==> config.mk <==
export PLATFORM = sky130hd
export DESIGN_NAME = contador_regressivo_99
export DESIGN_NICKNAME = d
export VERILOG_FILES = /design/src/rtl/contador_regressivo_99.sv
export SDC_FILE = /design/constraint.sdc
export NUM_CORES = 1
export LEC_CHECK = 0
export ABC_CLOCK_PERIOD_IN_PS = 1600
export BUFFER_PORTS_ARGS = -buffer_cell sky130_fd_sc_hd__buf_2
export CAP_MARGIN = 20
export CORE_MARGIN = 3
export CORE_UTILIZATION = 45
export CTS_CLUSTER_DIAMETER = 60
export CTS_CLUSTER_SIZE = 8
export DETAILED_ROUTE_END_ITERATION = 8
export PLACE_DENSITY = 0.78
export SYNTH_ARGS = -nofsm -noshare
export SYNTH_HDL_FRONTEND = slang
export SYNTH_SLANG_ARGS = --single-unit
==> constraint.sdc <==
create_clock -name clock -period 1.6 [get_ports clock]
set_clock_uncertainty 0.05 [all_clocks]
set_input_delay 0.16 -clock clock [delete_from_list [all_inputs] [get_ports clock]]
set_output_delay 0.16 -clock clock [all_outputs]
set_load 0.02 [all_outputs]
==> src/rtl/contador_regressivo_99.sv <==
// Two-digit BCD countdown timer (99..00) with prescaler, hold, done pulse
// and active-low 7-segment outputs. All state updates on the falling clock edge.
module contador_regressivo_99 #(
    parameter int PRESCALE = 1
) (
    input  logic       clock,
    input  logic       reset,
    input  logic       load,
    input  logic [3:0] d_tens,
    input  logic [3:0] d_units,
    input  logic       start,
    input  logic       hold,
    output logic [3:0] tens,
    output logic [3:0] units,
    output logic       zero,
    output logic       done,
    output logic       busy,
    output logic [6:0] seg_tens,
    output logic [6:0] seg_units,
    output logic [1:0] dbg_state
);

    localparam int PW = (PRESCALE > 1) ? $clog2(PRESCALE) : 1;
    localparam logic [PW-1:0] P_LAST = PW'(PRESCALE - 1);

    typedef enum logic [1:0] {IDLE, RUN, PAUSE, DONE} state_t;

    state_t        state;
    logic [PW-1:0] presc;

    function automatic logic [3:0] clamp9(input logic [3:0] d);
        return (d > 4'd9) ? 4'd9 : d;
    endfunction

    // Active-low {g,f,e,d,c,b,a}; anything outside 0..9 blanks the digit.
    function automatic logic [6:0] seg7(input logic [3:0] d);
        logic [6:0] s;
        case (d)
            4'd0:    s = 7'b1000000;
            4'd1:    s = 7'b1111001;
            4'd2:    s = 7'b0100100;
            4'd3:    s = 7'b0110000;
            4'd4:    s = 7'b0011001;
            4'd5:    s = 7'b0010010;
            4'd6:    s = 7'b0000010;
            4'd7:    s = 7'b1111000;
            4'd8:    s = 7'b0000000;
            4'd9:    s = 7'b0010000;
            default: s = 7'b1111111;
        endcase
        return s;
    endfunction

    assign zero      = (tens == 4'd0) && (units == 4'd0);
    assign seg_tens  = seg7(tens);
    assign seg_units = seg7(units);
    assign dbg_state = state;

    // Priority: reset > load > start > hold > count.
    always_ff @(negedge clock or negedge reset) begin
        if (!reset) begin
            tens  <= 4'd0;
            units <= 4'd0;
            presc <= '0;
            state <= IDLE;
            done  <= 1'b0;
            busy  <= 1'b0;
        end else begin
            done <= 1'b0;
            if (load) begin
                tens  <= clamp9(d_tens);
                units <= clamp9(d_units);
                presc <= '0;
                state <= IDLE;
                busy  <= 1'b0;
            end else if (start && state == IDLE) begin
                if (zero) begin
                    state <= DONE;
                    done  <= 1'b1;
                end else begin
                    state <= RUN;
                    presc <= '0;
                    busy  <= 1'b1;
                end
            end else begin
                case (state)
                    RUN: begin
                        if (hold) begin
                            state <= PAUSE;
                        end else if (presc == P_LAST) begin
                            presc <= '0;
                            if (units != 4'd0) begin
                                units <= units - 4'd1;
                            end else begin
                                units <= 4'd9;
                                tens  <= tens - 4'd1;
                            end
                            // RUN is only entered with a nonzero count, so 01 is the last step.
                            if (tens == 4'd0 && units == 4'd1) begin
                                state <= DONE;
                                done  <= 1'b1;
                                busy  <= 1'b0;
                            end
                        end else begin
                            presc <= presc + 1'b1;
                        end
                    end
                    PAUSE: begin
                        if (!hold) state <= RUN;
                    end
                    default: ;
                endcase
            end
        end
    end

endmodule

==> flow_summary.rst, run 1 <==
.. list-table::
   :header-rows: 1

   * - Metric
     - Value
   * - Run status
     - aborted with a tool error
   * - Failing step
     - clock tree synthesis
   * - Error message
     - [ERROR DPL-0038] Utilization greater than 100%, impossible to legalize
   * - Warnings from Yosys
     - 0
   * - Count of different cell masters after synthesis
     - 40
   * - Synth Net Count
     - 176
   * - Vertical die dimension
     - roughly 57 um
   * - Synthesized area per cell
     - 8.00 um^2
   * - CTS root buf
     - clkbuf_4
   * - Horiz. Die Dim
     - 57.1 um
   * - Clock buffer count from CTS
     - 3
   * - Seq cells post-synth
     - 12
   * - GPL Wtd Cong
     - 0.857
   * - Post-DP HPWL
     - 2.88 mm
   * - Primary flip-flop cell chosen by synthesis mapping
     - dfrtn_1
   * - Async set-or-reset flop fraction in the synthesized netlist
     - 1.00
   * - Number of flops mapped to enable cells by yosys
     - 0
   * - H-tree Lvls
     - 1
   * - Post-cts resize count
     - approximately 120
   * - Boundary Pins
     - 40
   * - Synthesized area
     - 1180 um^2
   * - Largest cells by area after synthesis
     - dfrtn_1, ha_1, a21oi_1, nand2_1, nor2_1
   * - # port buffers
     - 39
   * - Starting density of the core
     - 0.503
   * - Number of buffers between clock root and the deepest sink
     - 2
   * - Share of Yosys cell area claimed by the top area cell type
     - 0.255
   * - Post-Syn Instances
     - ~150
   * - Post-CTS repair timing setup buffer count
     - 28
   * - Area leader, netlist
     - dfrtn_1
   * - Number of buffers inserted by hold repair at cts
     - 0
   * - DP Area
     - 1890 um^2
   * - Placed Cells incl. Taps
     - 247
   * - Clock sink count
     - 12
   * - Site row count
     - 17
   * - Sequential element share of the synthesized area
     - 0.255
[metrics by stage]
stage | setup WS, ns | TNS, ns
detailed placement | -0.750 | -15.23
global placement | -0.704 | -14.43
floorplan | -0.793 | -11.67
[synthesized netlist by cell type (2+ instances only)]
cell type and n:
mux2_1 2, inv_1 12, or2b_1 2, nand2b_1 3, nor2_1 15, a31oi_1 4, o22ai_1 2, ha_1 16
dfrtn_1 12, clkbuf_1 3, o21ai_0 9, nand2_1 17, a41oi_1 2, a21oi_1 17, a21oi_2 2, or2_2 3
mux2i_1 3
[logic make-up after synthesis]
kind of cell | share of synthesized area
AO/OA/AOI/OAI | 0.239
XOR/XNOR | 0.00745
adder cells (fa/ha/maj) | 0.170
buffers and inverters | 0.0585
flip-flops | 0.255
multiplexers | 0.0447
AND/OR/NAND/NOR | 0.224
==> inputs of run 2 (changes only) <==
==> config.mk (replaced) <==
export PLATFORM = sky130hd
export DESIGN_NAME = contador_regressivo_99
export DESIGN_NICKNAME = d
export VERILOG_FILES = /design/src/rtl/contador_regressivo_99.sv
export SDC_FILE = /design/constraint.sdc
export NUM_CORES = 1
export LEC_CHECK = 0
export ABC_CLOCK_PERIOD_IN_PS = 2100
export BUFFER_PORTS_ARGS = -buffer_cell sky130_fd_sc_hd__buf_2
export CAP_MARGIN = 20
export CORE_AREA = 3 3 64 66
export DETAILED_ROUTE_END_ITERATION = 8
export DIE_AREA = 0 0 67 69
export PLACE_DENSITY_LB_ADDON = 0.15
export SYNTH_ARGS = -nofsm -noshare
export SYNTH_HDL_FRONTEND = slang
export SYNTH_SLANG_ARGS = --single-unit
==> constraint.sdc (replaced) <==
create_clock -name clock -period 2.1 [get_ports clock]
set_clock_uncertainty 0.05 [all_clocks]
set_input_delay 0.21 -clock clock [delete_from_list [all_inputs] [get_ports clock]]
set_output_delay 0.21 -clock clock [all_outputs]
set_load 0.02 [all_outputs]
==> flow_summary.rst, run 2 <==
.. list-table::
   :header-rows: 1

   * - Metric
     - Value
   * - Max-capacitance violation count
     - 0
   * - Number of buffers between clock root and the deepest sink
     - 2 (unchanged)
   * - Synth Net Count
     - 176 (unchanged)
   * - Share of final-layout standard cells stronger than drive strength 1
     - 0.654
   * - CTS root buf
     - clkbuf_8
   * - Boundary Pins
     - 40 (unchanged)
   * - Post-DP HPWL
     - 2.90 mm (+0.74%)
   * - Register-to-register path setup slack
     - 0.18 ns
   * - Largest stage delay on the critical path
     - just under 0.4 ns
   * - DR iter-0 viols
     - 40
   * - Site row count
     - 22 (+5)
   * - Warnings from Yosys
     - 0 (unchanged)
   * - Number of max-slew violations in the final report
     - 0
   * - DP Area
     - 1860 um^2 (-1.6%)
   * - Crit path kind
     - reg -> out
   * - Largest cells by area after synthesis
     - dfrtn_1, ha_1, a21oi_1, nand2_1, nor2_1
   * - Most frequent cell on the critical path
     - buf_6
   * - Synthesized area per cell
     - 8.00 um^2 (unchanged)
   * - Launch instance of the worst register-to-register path
     - units[1]
   * - Number of buffers inserted by hold repair at cts
     - 0 (unchanged)
   * - # port buffers
     - 39 (unchanged)
   * - Antenna diode instance count
     - 0
   * - Worst Slack Setup Final
     - -0.801 ns
   * - Clock buffer count from CTS
     - 3 (unchanged)
   * - Largest net degree at the start of global routing
     - 13
   * - Remaining global-route overflow
     - 0
   * - Max stage delay cell, worst path
     - dfrtn_1
   * - Most frequent cells after synthesis
     - a21oi_1, nand2_1, ha_1
   * - Unrepaired setup endpoints after global routing
     - true
   * - Run status
     - finished, violations left
   * - Total die area
     - approximately 4600 um^2
   * - Post-CTS clock slew at the launch and capture registers of the worst setup and hold paths
     - ~0.040 ns
   * - Kind of capture point of the worst setup path
     - primary output
   * - Seq cells post-synth
     - 12 (unchanged)
   * - Hold Fails Final Rpt
     - 0
   * - Routed len/inst
     - 14.3 um
   * - Antenna violations before repair
     - 0
   * - Via/cell ratio
     - just under 5
   * - Count of final setup violators
     - 26
   * - Rel. slew slack
     - 0.791
   * - Vertical die dimension
     - 69 um (+21%)
   * - Vias in the first global route
     - 1525
   * - Clock sink count
     - 12 (unchanged)
   * - Worst VDD drop
     - around 0.84 mV
   * - Area growth, synth to finish
     - 109%
   * - Required time at the worst-slack endpoint
     - between 1.5 and 2 ns
   * - Share of Yosys cell area claimed by the top area cell type
     - 0.255 (unchanged)
   * - Primary flip-flop cell chosen by synthesis mapping
     - dfrtn_1
   * - Series of cell instances along the critical path
     - buf_6 -> ha_1 -> or2b_1 -> a21oi_2 -> nor2_4 -> buf_6
   * - Global-route wire length before repair
     - slightly above 7 mm
   * - Sequential element share of the synthesized area
     - 0.255 (unchanged)
   * - Smallest hold slack
     - between 0.6 and 0.7 ns
   * - Core Area
     - 3630 um^2
   * - Layout Nets
     - around 270
   * - Total number of vias
     - 1407
   * - Fin area
     - approximately 2500 um^2
   * - Setup TNS
     - -13.09 ns
   * - Clock tree from TritonCTS
     - done
   * - Clock latency of the later-clocked register in the worst-skew pair
     - approximately 0.27 ns
   * - Number of flops mapped to enable cells by yosys
     - 0 (unchanged)
   * - Violations in the final reports
     - setup timing
   * - Most common cell after layout, fill and taps aside
     - buf_4
   * - Horiz. Die Dim
     - 67 um (+17%)
   * - Worst hold path cell count
     - 3
   * - Starting density of the core
     - 0.324 (-0.179)
   * - Power density over the cells
     - 1640 nW/um^2
   * - Total Wirelength
     - 4.15 mm
   * - GRT Total Usage
     - 0.193
   * - Worst endpoint data arrival time
     - 2.64 ns
   * - GPL Wtd Cong
     - 0.762 (-11%)
   * - Crit Reg-Reg Endpoint
     - tens[1]
   * - Residual DRC
     - 0
   * - Worst min path class
     - reg -> reg
   * - Leakage power
     - 1.13 nW
   * - Router iterations before antenna repair
     - 4
   * - Hold path startpoint
     - busy
   * - Slew at the pin closest to its max-slew limit
     - approximately 0.31 ns
   * - Count of different cell masters after synthesis
     - 40 (unchanged)
   * - Antenna Nets Post-Route
     - 0
   * - H-tree Lvls
     - 1 (unchanged)
   * - Worst Hold Endpoint
     - busy
   * - Area leader, netlist
     - dfrtn_1
   * - Synthesized area
     - 1180 um^2 (unchanged)
   * - Post-Syn Instances
     - 147 (unchanged)
   * - Leading cell types in the layout, fill and taps excluded
     - buf_4, buf_6, buf_2
   * - Async set-or-reset flop fraction in the synthesized netlist
     - 1.00 (unchanged)
   * - Crit Path Max Fanout
     - 4
   * - Type of element launching the critical path
     - register
   * - Cells on worst reg2reg path
     - 7
-- run 2: cell counts after synthesis --
Identical to the previous run, type by type.
-- run 2: cell families after synthesis --
kind of cell,Yosys count,synth area share
xor gates and xnor gates,1,0.00745
and+or+nand+nor,51,0.224
buffers and inverters,17,0.0585
AOI/OAI and AO/OA,45,0.239
DFF,12,0.255
adders and majority gates,16,0.170
muxes,5,0.0447
-- run 2: area by class of cell --
class,instances,area [um^2]
repair buffers,97,845
flip-flops and latches,12,300
inverters,12,55.1
well taps,48,60.1
multi-input cells,118,1140
fillers,278,1170
clock buffers,4,55.1
-- run 2: per-layer routing --
layer  GRT usage  vias to the layer above  part of all wire
met5           0                        -                 0
met4      0.0360                        0            0.0096
met3      0.0391                        6             0.037
met2       0.332                       28              0.52
met1       0.246                      668              0.44
li1            -                      705                 -
-- run 2: report_power, final --
group          leakage [nW]  internal (mW)  switching [mW]
logic                 0.950           1.71            1.62
registers             0.148          0.321           0.106
clock network        0.0288          0.167          0.0995
-- run 2: per-stage QoR --
stage / worst slack [ns] / total power, mW / util / cells
after floorplan: -0.593 / 1.96 / - / 147
after global placement: -0.515 / 2.74 / 0.513 / 263
after detailed placement: -0.539 / 2.80 / 0.513 / 263
after CTS: -0.778 / 3.83 / 0.653 / 284
after global routing: -0.872 / 4.29 / 0.677 / 291
final: -0.801 / 4.02 / 0.677 / 291
-- run 2: timing repair --
item / CTS / global route
gates resized for setup: 78 / 12
endpoints found under the setup margin: 28 / 27
hold endpoints to repair: 0 / 0
pin swaps: 20 / 9
setup buffers: 18 / 9
-- run 2: worst max path at each step --
stage | start | to | cells past startpoint | slack, ns
final | tens[1] | seg_tens[6] | 6 | -0.80
after global routing | tens[0] | seg_tens[0] | 6 | -0.87
after CTS | tens[1] | seg_tens[0] | 6 | -0.78
after detailed placement | tens[1] | seg_tens[3] | 6 | -0.54
after global placement | tens[0] | seg_tens[0] | 6 | -0.51
after floorplan | units[1] | seg_units[3] | 5 | -0.59
-- run 2: critical path, delay by kind of cell, from the launching register on --
| family | cells | cell delay, ns |
|---|---|---|
| AOI/OAI and AO/OA | 1 | 0.18 |
| and+or+nand+nor | 2 | 0.30 |
| DFF | 1 | 0.39 |
| adders and majority gates | 1 | 0.17 |
| buffers and inverters | 2 | 0.27 |
No activity file was read; power rests on OpenSTA's default activity.
